$ cat config.mk
export PLATFORM = sky130hd
export DESIGN_NAME = usb_rx_pkt
export DESIGN_NICKNAME = d
export VERILOG_FILES = /design/src/rtl/usb_rx_pkt.sv
export SDC_FILE = /design/constraint.sdc
export NUM_CORES = 1
export LEC_CHECK = 0
export CAP_MARGIN = 20
export CORE_MARGIN = 10
export CORE_UTILIZATION = 51
export DETAILED_ROUTE_END_ITERATION = 12
export HOLD_SLACK_MARGIN = 0.03
export PLACE_DENSITY = 0.85
export SYNTH_ARGS = -nofsm -noshare
export SYNTH_HDL_FRONTEND = slang
export SYNTH_SLANG_ARGS = --single-unit
export TNS_END_PERCENT = 1
$ cat constraint.sdc
create_clock -name clk -period 3 [get_ports clk]
set_input_delay 0.6 -clock clk [delete_from_list [all_inputs] [get_ports clk]]
set_output_delay 0.6 -clock clk [all_outputs]
set_load 0.01 [all_outputs]
$ cat src/rtl/usb_rx_pkt.sv
// usb_rx_pkt: USB low/full-speed packet decoder.
// Takes the receiver byte stream, checks PID/length/CRC5/CRC16, publishes token
// fields and handshake PIDs, forwards DATA payload with the CRC16 stripped off,
// and reports exactly one end-of-packet status per packet.
module usb_rx_pkt #(
    parameter int MAX_DATA = 64
) (
    input  logic        clk,
    input  logic        reset,
    input  logic [7:0]  rx_data,
    input  logic        rx_active,
    input  logic        rx_valid,
    input  logic        rx_error,
    output logic [3:0]  pid,
    output logic [6:0]  addr,
    output logic [3:0]  endp,
    output logic [10:0] frame,
    output logic        tok_valid,
    output logic        hsk_valid,
    output logic [7:0]  dat_data,
    output logic        dat_valid,
    output logic        pkt_end,
    output logic        pkt_ok,
    output logic        pid_err,
    output logic        crc_err,
    output logic        len_err,
    output logic        rx_err
);

    typedef enum logic [2:0] {
        S_WAIT_IDLE,
        S_IDLE,
        S_PID,
        S_TOKEN,
        S_DATA,
        S_HSK,
        S_DISCARD
    } state_t;

    typedef enum logic [1:0] {
        CLS_TOKEN,
        CLS_DATA,
        CLS_HSK,
        CLS_BAD
    } pid_class_t;

    // Byte counter covers the largest legal DATA packet plus the overflow byte,
    // and saturates so very long packets cannot wrap back into the legal range.
    localparam int              CNT_W   = $clog2(MAX_DATA + 3) + 1;
    localparam logic [CNT_W-1:0] CNT_ONE = CNT_W'(1);
    localparam logic [CNT_W-1:0] CNT_TWO = CNT_W'(2);
    localparam logic [CNT_W-1:0] CNT_OVF = CNT_W'(MAX_DATA + 2);
    localparam logic [CNT_W-1:0] CNT_SAT = '1;

    localparam logic [4:0]  CRC5_INIT      = 5'b11111;
    localparam logic [4:0]  CRC5_RESIDUAL  = 5'b01100;
    localparam logic [15:0] CRC16_INIT     = 16'hFFFF;
    localparam logic [15:0] CRC16_RESIDUAL = 16'h800D;
    localparam logic [3:0]  PID_SOF        = 4'b0101;

    // CRC5 (x^5+x^2+1) over one byte, wire order (LSB first).
    function automatic logic [4:0] crc5_byte(input logic [4:0] crc, input logic [7:0] data);
        logic [4:0] c;
        c = crc;
        for (int i = 0; i < 8; i++) begin
            if (data[i] ^ c[4]) c = {c[3:0], 1'b0} ^ 5'b00101;
            else                c = {c[3:0], 1'b0};
        end
        return c;
    endfunction

    // CRC16 (0x8005) over one byte, wire order (LSB first).
    function automatic logic [15:0] crc16_byte(input logic [15:0] crc, input logic [7:0] data);
        logic [15:0] c;
        c = crc;
        for (int i = 0; i < 8; i++) begin
            if (data[i] ^ c[15]) c = {c[14:0], 1'b0} ^ 16'h8005;
            else                 c = {c[14:0], 1'b0};
        end
        return c;
    endfunction

    function automatic pid_class_t classify(input logic [3:0] p);
        case (p)
            4'b0001, 4'b1001, 4'b1101, 4'b0101: return CLS_TOKEN;
            4'b0011, 4'b1011:                   return CLS_DATA;
            4'b0010, 4'b1010, 4'b1110:          return CLS_HSK;
            default:                            return CLS_BAD;
        endcase
    endfunction

    state_t           state, state_nxt;
    pid_class_t       cls;
    logic             pid_chk_ok;

    logic             in_pkt, start_pkt, end_pkt, err_evt, byte_evt;
    logic             pid_evt, tok_evt, dat_evt, hsk_evt;
    logic             end_len_err, end_crc_err, end_good;

    logic [4:0]       crc5;
    logic [15:0]      crc16;
    logic [CNT_W-1:0] byte_cnt;
    logic [7:0]       dly_old, dly_new;
    logic [10:0]      tok_bits;

    assign pid_chk_ok = (rx_data[7:4] == ~rx_data[3:0]);
    assign cls        = classify(rx_data[3:0]);

    // State register.
    always_ff @(posedge clk) begin
        if (reset) state <= S_WAIT_IDLE;
        else       state <= state_nxt;
    end

    // Next-state logic: end of packet wins over errors, errors win over bytes.
    always_comb begin
        // NOTE: every signal assigned in a combinational block gets a default
        // first, otherwise an unassigned path infers a latch.
        state_nxt = state;
        case (state)
            S_WAIT_IDLE: if (!rx_active) state_nxt = S_IDLE;
            S_IDLE:      if (rx_active)  state_nxt = S_PID;
            default: begin
                if (!rx_active) begin
                    state_nxt = S_IDLE;
                end else if (rx_error) begin
                    state_nxt = S_DISCARD;
                end else if (state == S_PID && rx_valid) begin
                    if (!pid_chk_ok) begin
                        state_nxt = S_DISCARD;
                    end else begin
                        case (cls)
                            CLS_TOKEN: state_nxt = S_TOKEN;
                            CLS_DATA:  state_nxt = S_DATA;
                            CLS_HSK:   state_nxt = S_HSK;
                            default:   state_nxt = S_DISCARD;
                        endcase
                    end
                end
            end
        endcase
    end

    // Output decode: per-cycle event strobes and the end-of-packet verdict.
    always_comb begin
        in_pkt      = (state == S_PID) || (state == S_TOKEN) || (state == S_DATA) ||
                      (state == S_HSK) || (state == S_DISCARD);
        start_pkt   = (state == S_IDLE) && rx_active;
        end_pkt     = in_pkt && !rx_active;
        err_evt     = in_pkt && rx_active && rx_error;
        byte_evt    = in_pkt && rx_active && rx_valid && !rx_error;
        pid_evt     = byte_evt && (state == S_PID);
        tok_evt     = byte_evt && (state == S_TOKEN);
        dat_evt     = byte_evt && (state == S_DATA);
        hsk_evt     = byte_evt && (state == S_HSK);

        end_len_err = 1'b0;
        end_crc_err = 1'b0;
        case (state)
            S_PID: end_len_err = 1'b1;
            S_TOKEN: begin
                end_len_err = (byte_cnt != CNT_TWO);
                end_crc_err = (byte_cnt >= CNT_TWO) && (crc5 != CRC5_RESIDUAL);
            end
            S_DATA: begin
                end_len_err = (byte_cnt < CNT_TWO);
                end_crc_err = (byte_cnt >= CNT_TWO) && (crc16 != CRC16_RESIDUAL);
            end
            default: ;
        endcase
        end_good = !(pid_err || crc_err || len_err || rx_err || end_len_err || end_crc_err);
    end

    // Datapath: CRCs, byte counting, payload delay line, field and status registers.
    always_ff @(posedge clk) begin
        // NOTE: state is updated with non-blocking assignments so every register
        // samples pre-edge values regardless of statement order.
        if (reset) begin
            pid       <= '0;
            addr      <= '0;
            endp      <= '0;
            frame     <= '0;
            tok_valid <= 1'b0;
            hsk_valid <= 1'b0;
            dat_data  <= '0;
            dat_valid <= 1'b0;
            pkt_end   <= 1'b0;
            pkt_ok    <= 1'b0;
            pid_err   <= 1'b0;
            crc_err   <= 1'b0;
            len_err   <= 1'b0;
            rx_err    <= 1'b0;
            crc5      <= CRC5_INIT;
            crc16     <= CRC16_INIT;
            byte_cnt  <= '0;
            dly_old   <= '0;
            dly_new   <= '0;
            tok_bits  <= '0;
        end else begin
            tok_valid <= 1'b0;
            hsk_valid <= 1'b0;
            dat_valid <= 1'b0;
            pkt_end   <= 1'b0;

            if (start_pkt) begin
                pkt_ok   <= 1'b0;
                pid_err  <= 1'b0;
                crc_err  <= 1'b0;
                len_err  <= 1'b0;
                rx_err   <= 1'b0;
                crc5     <= CRC5_INIT;
                crc16    <= CRC16_INIT;
                byte_cnt <= '0;
            end

            if (err_evt) rx_err <= 1'b1;

            if (pid_evt) begin
                if (!pid_chk_ok) begin
                    pid_err <= 1'b1;
                end else begin
                    pid <= rx_data[3:0];
                    if (cls == CLS_BAD) pid_err <= 1'b1;
                end
            end

            if (tok_evt) begin
                if (byte_cnt == '0)    tok_bits[7:0]  <= rx_data;
                if (byte_cnt == CNT_ONE) tok_bits[10:8] <= rx_data[2:0];
                if (byte_cnt < CNT_TWO)  crc5 <= crc5_byte(crc5, rx_data);
            end

            // Two-byte delay line keeps the trailing CRC16 from ever reaching the consumer.
            if (dat_evt) begin
                crc16   <= crc16_byte(crc16, rx_data);
                dly_old <= dly_new;
                dly_new <= rx_data;
                if (byte_cnt >= CNT_TWO && byte_cnt < CNT_OVF) begin
                    dat_data  <= dly_old;
                    dat_valid <= 1'b1;
                end
                if (byte_cnt == CNT_OVF) len_err <= 1'b1;
            end

            if (hsk_evt) len_err <= 1'b1;

            if ((tok_evt || dat_evt || hsk_evt) && byte_cnt != CNT_SAT)
                byte_cnt <= byte_cnt + CNT_ONE;

            if (end_pkt) begin
                pkt_end <= 1'b1;
                pkt_ok  <= end_good;
                if (end_len_err) len_err <= 1'b1;
                if (end_crc_err) crc_err <= 1'b1;
                if (state == S_PID) pid <= '0;
                if (end_good && state == S_TOKEN) begin
                    tok_valid <= 1'b1;
                    if (pid == PID_SOF) begin
                        frame <= tok_bits;
                    end else begin
                        addr <= tok_bits[6:0];
                        endp <= tok_bits[10:7];
                    end
                end
                if (end_good && state == S_HSK) hsk_valid <= 1'b1;
            end
        end
    end

endmodule
; Word level (Yosys, flattened, before mapping)
; Memories as Yosys holds them, arrays and structs flattened.
; Index checks and enable logic that the tools add are counted.
[classes]
n_addsub = 1
order_cmp = 3
n_eq_ne = 20
muxes = 92
bitwise = 36
n_reduce_logical = 46
[ops]
columns = cell, count
row1 = $mux W16, 24
row2 = $mux W5, 24
row3 = $mux W3, 14
row4 = $not A3 Y3, 8
row5 = $mux W1, 20
row6 = $logic_and A1 B1 Y1, 17
row7 = $mux W4, 4
row8 = $mux W8, 2
row9 = $ne A16 B16 Y1 const B, 1
row10 = $not A2 Y2, 8
row11 = $xor A1 B1 Y1, 16
row12 = $logic_or A1 B1 Y1, 11
row13 = $eq A3 B3 Y1 const B, 3
row14 = $pmux W3 S3, 1
row15 = $reduce_and A3 Y1, 3
row16 = $add A8 B1 Y8 const B, 1
row17 = $eq A8 B1 Y1 const B, 1
row18 = $eq A8 B7 Y1 const B, 1
row19 = $ge A8 B2 Y1 const B, 1
row20 = $logic_not A8 Y1, 1
row21 = $lt A8 B2 Y1 const B, 1
row22 = $lt A8 B7 Y1 const B, 1
row23 = $ne A8 B2 Y1 const B, 1
row24 = $ne A8 B8 Y1 const B, 1
row25 = other kinds (20), 33
[totals]
regBits = 102
rom_bits = 32
input_bits = 13
wordCells = 221
memories = 1
[mem_list]
columns = name, words, width, read_ports, rd_ports_with_merged_regs, write_ports, line_no
row1 = (no name shown), 16, 2, 1, 0, 0, 84  ; case (p)

; Longest topological paths before layout
; Gate-level depths: netlist of the first run.
[logic_depth]
depth_word = 45
mapped_depth = 10
ltp_nobuf = 9

; Worst setup path after synthesis of the first run
; OpenSTA, ideal clock, no wires.
[synth_path]
path_type = in2reg
startpoint = in rx_data[1]
endpoint = reg state[2]
setup_time_ps = 70
arrival_time_ps = 2386
required_time_ps = 2930
slack_ps = 543
cell_stages = 10
cell_sequence = buf_2 -> inv_1 -> ha_1 -> inv_1 -> mux2i_1 -> inv_1 -> ha_1 -> nor3b_1 -> or4b_2 -> a21oi_1
[synth_via]
elab_chain_len = 8
[synth_lines]
columns = element, line_no
row1 = from (decl), 10  ; input logic [7:0] rx_data,
row2 = $mem_v2 Z16 W2, --
row3 = $eq A2 B2 Y1 (tied with other cells), 132  ; case (cls)
row4 = $pmux W3 S3, 132
row5 = $mux W3 *, 129  ; if (!pid_chk_ok) begin
row6 = $mux W3 *, 128  ; end else if (state == S_PID && rx_valid) begin
row7 = $mux W3 *, 126  ; end else if (rx_error) begin
row8 = $mux W3 *, 124  ; if (!rx_active) begin
row9 = $pmux W3 S2 *, 120  ; case (state)
row10 = to (signal assigned), 112  ; else state <= state_nxt;
row11 = to (decl), 92  ; state_t state, state_nxt;
; Mark *: on every way between the ends. The rest lies on a longest branch, timed or not. The select of a mux whose other input is x is not followed.
; A chain may end at the register's enable or synchronous reset.

; Worst setup path in the final report of the first run
; Same ends and word-level chain as after synthesis.

==> results of run 1 <==
==> how the worst max path moves through the flow <==
stage | slack (ns) | startpoint | end
after CTS | 0.41 | rx_data[1] | state[2]
after floorplan | 0.54 | rx_data[1] | state[2]
final | 0.36 | rx_data[1] | state[2]
after global placement | 0.15 | rx_data[1] | state[2]
after global routing | 0.26 | rx_data[1] | state[2]
after detailed placement | 0.07 | rx_data[1] | state[2]
==> sequential cells by signal (all words and copies together), names as in the netlist, 3 cells and up <==
register,count
byte_cnt,8
crc16,16
addr,7
endp,4
pid,4
crc5,5
tok_bits,11
state,3
dly_new,8
frame,11
dat_data,8
dly_old,8
==> area by class of cell <==
cell class | count | area (um^2)
clock buffers | 9 | 124
clock inverters | 7 | 63.8
fillers | 821 | 3730
inverters | 12 | 45.0
multi-input cells | 420 | 2770
flip-flops and latches | 102 | 2040
well taps | 133 | 166
repair buffers | 79 | 738
==> layout by cell type, fill, tap and decap left out, drive strengths merged, types with 4 or more instances in the layout <==
| cell type | instances |
|---|---|
| nor4 | 8 |
| clkbuf | 9 |
| and2 | 4 |
| nand3 | 11 |
| inv | 16 |
| dfxtp | 102 |
| xor2 | 15 |
| nand2 | 45 |
| or3 | 10 |
| o21ai | 31 |
| and3 | 6 |
| nand4 | 24 |
| a21oi | 58 |
| nor3 | 20 |
| nand3b | 8 |
| ha | 8 |
| nor2 | 52 |
| mux2i | 25 |
| buf | 25 |
| o21bai | 13 |
| clkdlybuf4s50 | 54 |
| xnor2 | 17 |
| a21o | 6 |
| xnor3 | 5 |
==> cells by family after synthesis <==
family / synth area share
XOR/XNOR: 0.0828
buffers and inverters: 0.0472
AO/OA/AOI/OAI: 0.174
adder cells (fa/ha/maj): 0.0199
multiplexers: 0.0497
flip-flops: 0.406
AND/OR/NAND/NOR: 0.220
==> stage by stage <==
stage	cells	setup WS (ns)	hold WS, ns	cell area (um^2)	utilization
final	762	0.364	0.442	5950	0.614
after global routing	762	0.259	0.470	5950	0.614
after CTS	762	0.408	0.450	5950	0.614
after detailed placement	746	0.0653	0.445	5760	0.595
after global placement	746	0.155	0.440	5760	0.595
after floorplan	578	0.543	0.432	5030	-
==> power by group through the flow <==
stage                     registers, mW  logic, mW  clock network (mW)
after floorplan                    1.44      0.489                   0
after global placement             1.45      0.643                   0
after CTS                          1.42      0.668               0.862
final                              1.42      0.677               0.859
after detailed placement           1.45      0.664                   0
after global routing               1.42      0.739               0.919
==> routing by layer <==
layer,share of wire,GRT usage,vias up
met5,0,0,-
li1,-,-,2160
met2,0.46,0.299,202
met3,0.077,0.0435,35
met1,0.44,0.227,2161
met4,0.022,0.0739,0
==> synth_stat cells, types with 4 or more instances <==
library cell / instances
a21o_1: 6
nand4_1: 24
nand2_1: 45
a21oi_1: 58
or3_1: 10
xnor2_1: 17
o21ai_0: 21
inv_1: 12
nand3_1: 10
mux2i_1: 25
dfxtp_1: 102
o21ai_1: 10
ha_1: 8
nand3b_1: 8
clkbuf_1: 26
buf_2: 13
and3_1: 6
xor2_1: 15
o21bai_1: 13
nor3_1: 20
nor4_1: 6
nor2_1: 52
xnor3_1: 5
and2_1: 4
==> critical path: cells and delay by family <==
kind	cells	cell delay [ns]
muxes	1	0.19
AOI/OAI and AO/OA	1	0.20
and+or+nand+nor	2	0.76
adders and majority gates	2	0.48
buffers and inverters	4	0.72
==> reports/qor.csv, run 1 <==
metric;value;unit
Vias per Instance;5.98;
switching pwr;989;uW
Final HPWL DP;9220;um
first-pass GRT wire length;22100;um
P&R area growth vs syn;18.2;%
Final ANT Viol Nets;0;
Worst Path Required;3.30;ns
worst-case reg-to-reg path depth;7;
Avg Inst Size Synth;8.71;um^2
kind of critical path;in -> reg;
Hold Path Origin;dly_new[1];
number of synthesized flops with an enable pin;0;
top cell type by total area after synthesis;dfxtp_1;
fin crit period;2.64;ns
Clock Skew;0.0194;ns
syn nets;599;
ys flop type;dfxtp_1;
critical path's most frequent cell;inv_1;
GPL Wtd Cong;0.920;
fin nets;645;
DRC viols;0;
vias in the first global route;4468;
clock transition at the registers of the reported paths;0.10;ns
leakage;2.28;nW
max incr delay on CP;0.63;ns
Hold Vio Cnt, Final;0;
switching portion of total power;0.335;
Post-Syn Area;5030;um^2
Ys Warns;0;
hold-critical path depth;2;
Synth cell types;64;
Setup-failing EPs final;0;
Critical Path Fanout Max;2;
Iter 0 DRT Violations;416;
Worst-Margin Slew;0.640;ns
largest net degree at the start of global routing;38;
CTS tree;yes;
min-delay worst type;reg -> reg;
Flop pwr share;0.480;
TritonCTS buffer count;9;
Clock Power Share;0.291;
GR Overflow Total;0;
post-synth top area share;0.406;
flop2flop setup slack;0.50;ns
Die Y-Extent;119;um
RSZ-0062 raised after global routing;false;
Root Buffer;clkbuf_8;
Critical Path Source Type;input pin;
total global-route track usage;0.183;
First-pass DRT Iterations;5;
Rel. slew slack;0.569;
synth top area cells;dfxtp_1 41%, a21oi_1 5.8%, mux2i_1 5.0%;
setup TNS;0;ns
fmax;379;MHz
crit path capture type;flop;
Via Count;4558;
Worst VDD drop;0.000257;V
CTS H-tree depth;3;
Reg2Reg Launch Point;state[2];
WP data arrival;2.94;ns
CTS Hold Bufs;0;
PnR Total Power;2.95;mW
share of cells above drive strength 1;0.0922;
Synth Register Bits;102;
Seq/Total Area, Yosys;0.406;
Logic pwr share;0.229;
WHS Endpoint;dly_old[1];
post_cts resized;0;
clk buf depth;2;
die area;14200;um^2
Worst-Skew Late Latency;0.39;ns
Slowest cell on crit path;or4b_2;
status;finished, final reports clean;
die width;119;um
Core Area;9680;um^2
crit path cell chain;clkdlybuf4s50_1 -> inv_1 -> ha_1 -> inv_1 -> mux2i_1 -> inv_1 -> ha_1 -> nor3b_1 -> or4b_2 -> a21oi_1;
Final period util;0.879;
Site Rows;36;
clk sinks;102;
max cap viols;0;
RR Endpoint;len_err;
cell-internal power;1.96;mW
WL/cell;17.1;um
final wirelength;13100;um
initial antenna violation count;0;
PwrDens;496;nW/um^2
Post-CTS Setup Inserts;0;
IO Pins;56;
Pins Over Slew Limit;0;
n_diodes;0;
FFs w/ async S/R, synth;0;
Post-Synthesis Cells;578;
Initial Util;0.520;
Port Buffers;55;
Note: power is estimated with default switching activity, not from simulation.
==> run 2, diff against run 1 <==
--- a/config.mk
+++ b/config.mk
@@ -9,6 +9,7 @@
 export CORE_MARGIN = 10
 export CORE_UTILIZATION = 51
 export DETAILED_ROUTE_END_ITERATION = 12
+export GPL_ROUTABILITY_DRIVEN = 0
 export HOLD_SLACK_MARGIN = 0.03
 export PLACE_DENSITY = 0.85
 export SYNTH_ARGS = -nofsm -noshare
==> reports/qor.csv, run 2 (same netlist as run 1, synthesis figures left out) <==
metric;value;unit
placed cell areas;5770;um^2
GR Overflow Total;0;
die width;119;um
met3 wire len;973;um
WL/cell;17.3;um
Pins Over Slew Limit;0;
IO Pins;56;
crit path capture type;flop;
total global-route track usage;0.181;
Port Buffers;55;
Final HPWL DP;9140;um
CTS Hold Bufs;0;
clk buf depth;2;
Iter 0 DRT Violations;399;
commonest non-fill, non-tap cell in the layout;dfxtp_1;
CTS tree;yes;
TritonCTS buffer count;9;
post_cts resized;0;
Rel. slew slack;0.431;
slack of the critical path;0.384;ns
CTS H-tree depth;3;
PwrDens;505;nW/um^2
Clock Skew;0.0111;ns
P&R area growth vs syn;18.6;%
max FFs per register;16;
fill count;792;
Vias per Instance;5.94;
fin crit period;2.62;ns
Flop pwr share;0.480;
Hold Vio Cnt, Final;0;
Placement Setup Slack;0.0891;ns
DRC viols;0;
largest net degree at the start of global routing;58;
biggest regs;crc16: 16 flops, frame: 11 flops, tok_bits: 11 flops;
share of cells above drive strength 1;0.0892;
Critical Path Fanout Max;2;
initial antenna violation count;0;
leakage;2.29;nW
final hold slack;0.459;ns
Initial Util;0.520;
critical path's most frequent cell;inv_1;
Logic pwr share;0.216;
final wirelength;13200;um
WP buf/inv;4;
switching pwr;978;uW
cell-internal power;2.04;mW
Post-CTS Setup Inserts;0;
Final ANT Viol Nets;0;
most frequent cells in the layout;102 x dfxtp_1, 58 x a21oi_1, 54 x clkdlybuf4s50_1;
n_diodes;0;
fin nets;644;
Core Area;9680;um^2
max incr delay on CP;0.62;ns
Final period util;0.872;
M1 WL;5600;um
Critical Path Source Type;input pin;
clk sinks;102;
status;finished, final reports clean;
vias in the first global route;4292;
top layer in use;met4;
met2 routed WL;6400;um
Setup-failing EPs final;0;
crit path cell chain;clkdlybuf4s50_1 -> inv_1 -> ha_1 -> inv_1 -> mux2i_1 -> inv_1 -> ha_1 -> nor3b_1 -> or4b_2 -> a21oi_1;
switching portion of total power;0.324;
Worst-Margin Slew;0.854;ns
First-pass DRT Iterations;5;
first-pass GRT wire length;21700;um
WP data arrival;2.91;ns
Slowest cell on crit path;or4b_2;
Via Count;4519;
min-delay worst type;reg -> reg;
Largest Register;crc16;
fmax;382;MHz
Clock Power Share;0.305;
Worst Path Required;3.30;ns
clock transition at the registers of the reported paths;0.10;ns
Worst VDD drop;0.000316;V
setup TNS;0;ns
die area;14200;um^2
Root Buffer;clkbuf_8;
CP top delay family;simple AND/OR/NAND/NOR gates;
max cap viols;0;
RSZ-0062 raised after global routing;false;
flop2flop setup slack;0.45;ns
kind of critical path;in -> reg;
design area;5970;um^2
Die Y-Extent;119;um
Worst-Skew Late Latency;0.37;ns
PnR Total Power;3.02;mW
Site Rows;36;
[run 2: cell type report]
class / count / area, um^2 / share of cell area
multi-input cells: 420 / 2770 / 0.464
flip-flops and latches: 102 / 2040 / 0.342
repair buffers: 78 / 743 / 0.124
well taps: 133 / 166 / 0.0279
clock buffers: 10 / 128 / 0.0214
clock inverters: 6 / 78.8 / 0.0132
inverters: 12 / 45.0 / 0.00754
[run 2: stage by stage]
step / cells / util
global route: 761 / 0.617
global placement: 745 / 0.595
detailed placement: 745 / 0.595
finish: 761 / 0.617
CTS: 761 / 0.617
floorplan: 578 / -
[run 2: final timing paths]
check | startpoint | end | cells after the start
setup / recovery | rx_data[1] | state[2] | 10
hold / removal | dly_new[3] | dly_old[3] | 2
setup reg to reg | state[2] | tok_bits[5] | 7
hold reg to reg | dly_new[3] | dly_old[3] | 2
[run 2: tightest hold or removal path: cells and delay by family (launching register included)]
| kind | cells | cell delay, ns |
|---|---|---|
| DFF | 1 | 0.32 |
| and+or+nand+nor | 1 | 0.06 |
| AOI/OAI and AO/OA | 1 | 0.05 |
[run 2: routing by layer]
metal / global-route usage / vias to the layer above
li1: - / 2147
met1: 0.228 / 2156
met2: 0.302 / 193
met3: 0.0392 / 23
met4: 0.0543 / 0
met5: 0 / -
[run 2: power by group through the flow]
stage                     clock network [mW]  logic [mW]  registers [mW]
after detailed placement                   0       0.627            1.47
after global routing                   0.970       0.702            1.45
final                                  0.919       0.651            1.45
after CTS                              0.924       0.634            1.44
after global placement                     0       0.608            1.47
after floorplan                            0       0.489            1.44
==> run 3, diff against run 2 <==
--- a/config.mk
+++ b/config.mk
@@ -8,6 +8,7 @@
 export CAP_MARGIN = 20
 export CORE_MARGIN = 10
 export CORE_UTILIZATION = 51
+export CTS_CLUSTER_SIZE = 25
 export DETAILED_ROUTE_END_ITERATION = 12
 export GPL_ROUTABILITY_DRIVEN = 0
 export HOLD_SLACK_MARGIN = 0.03
==> results of run 3 <==
The final DEF is identical to that of run 2; final timing and power are the same.
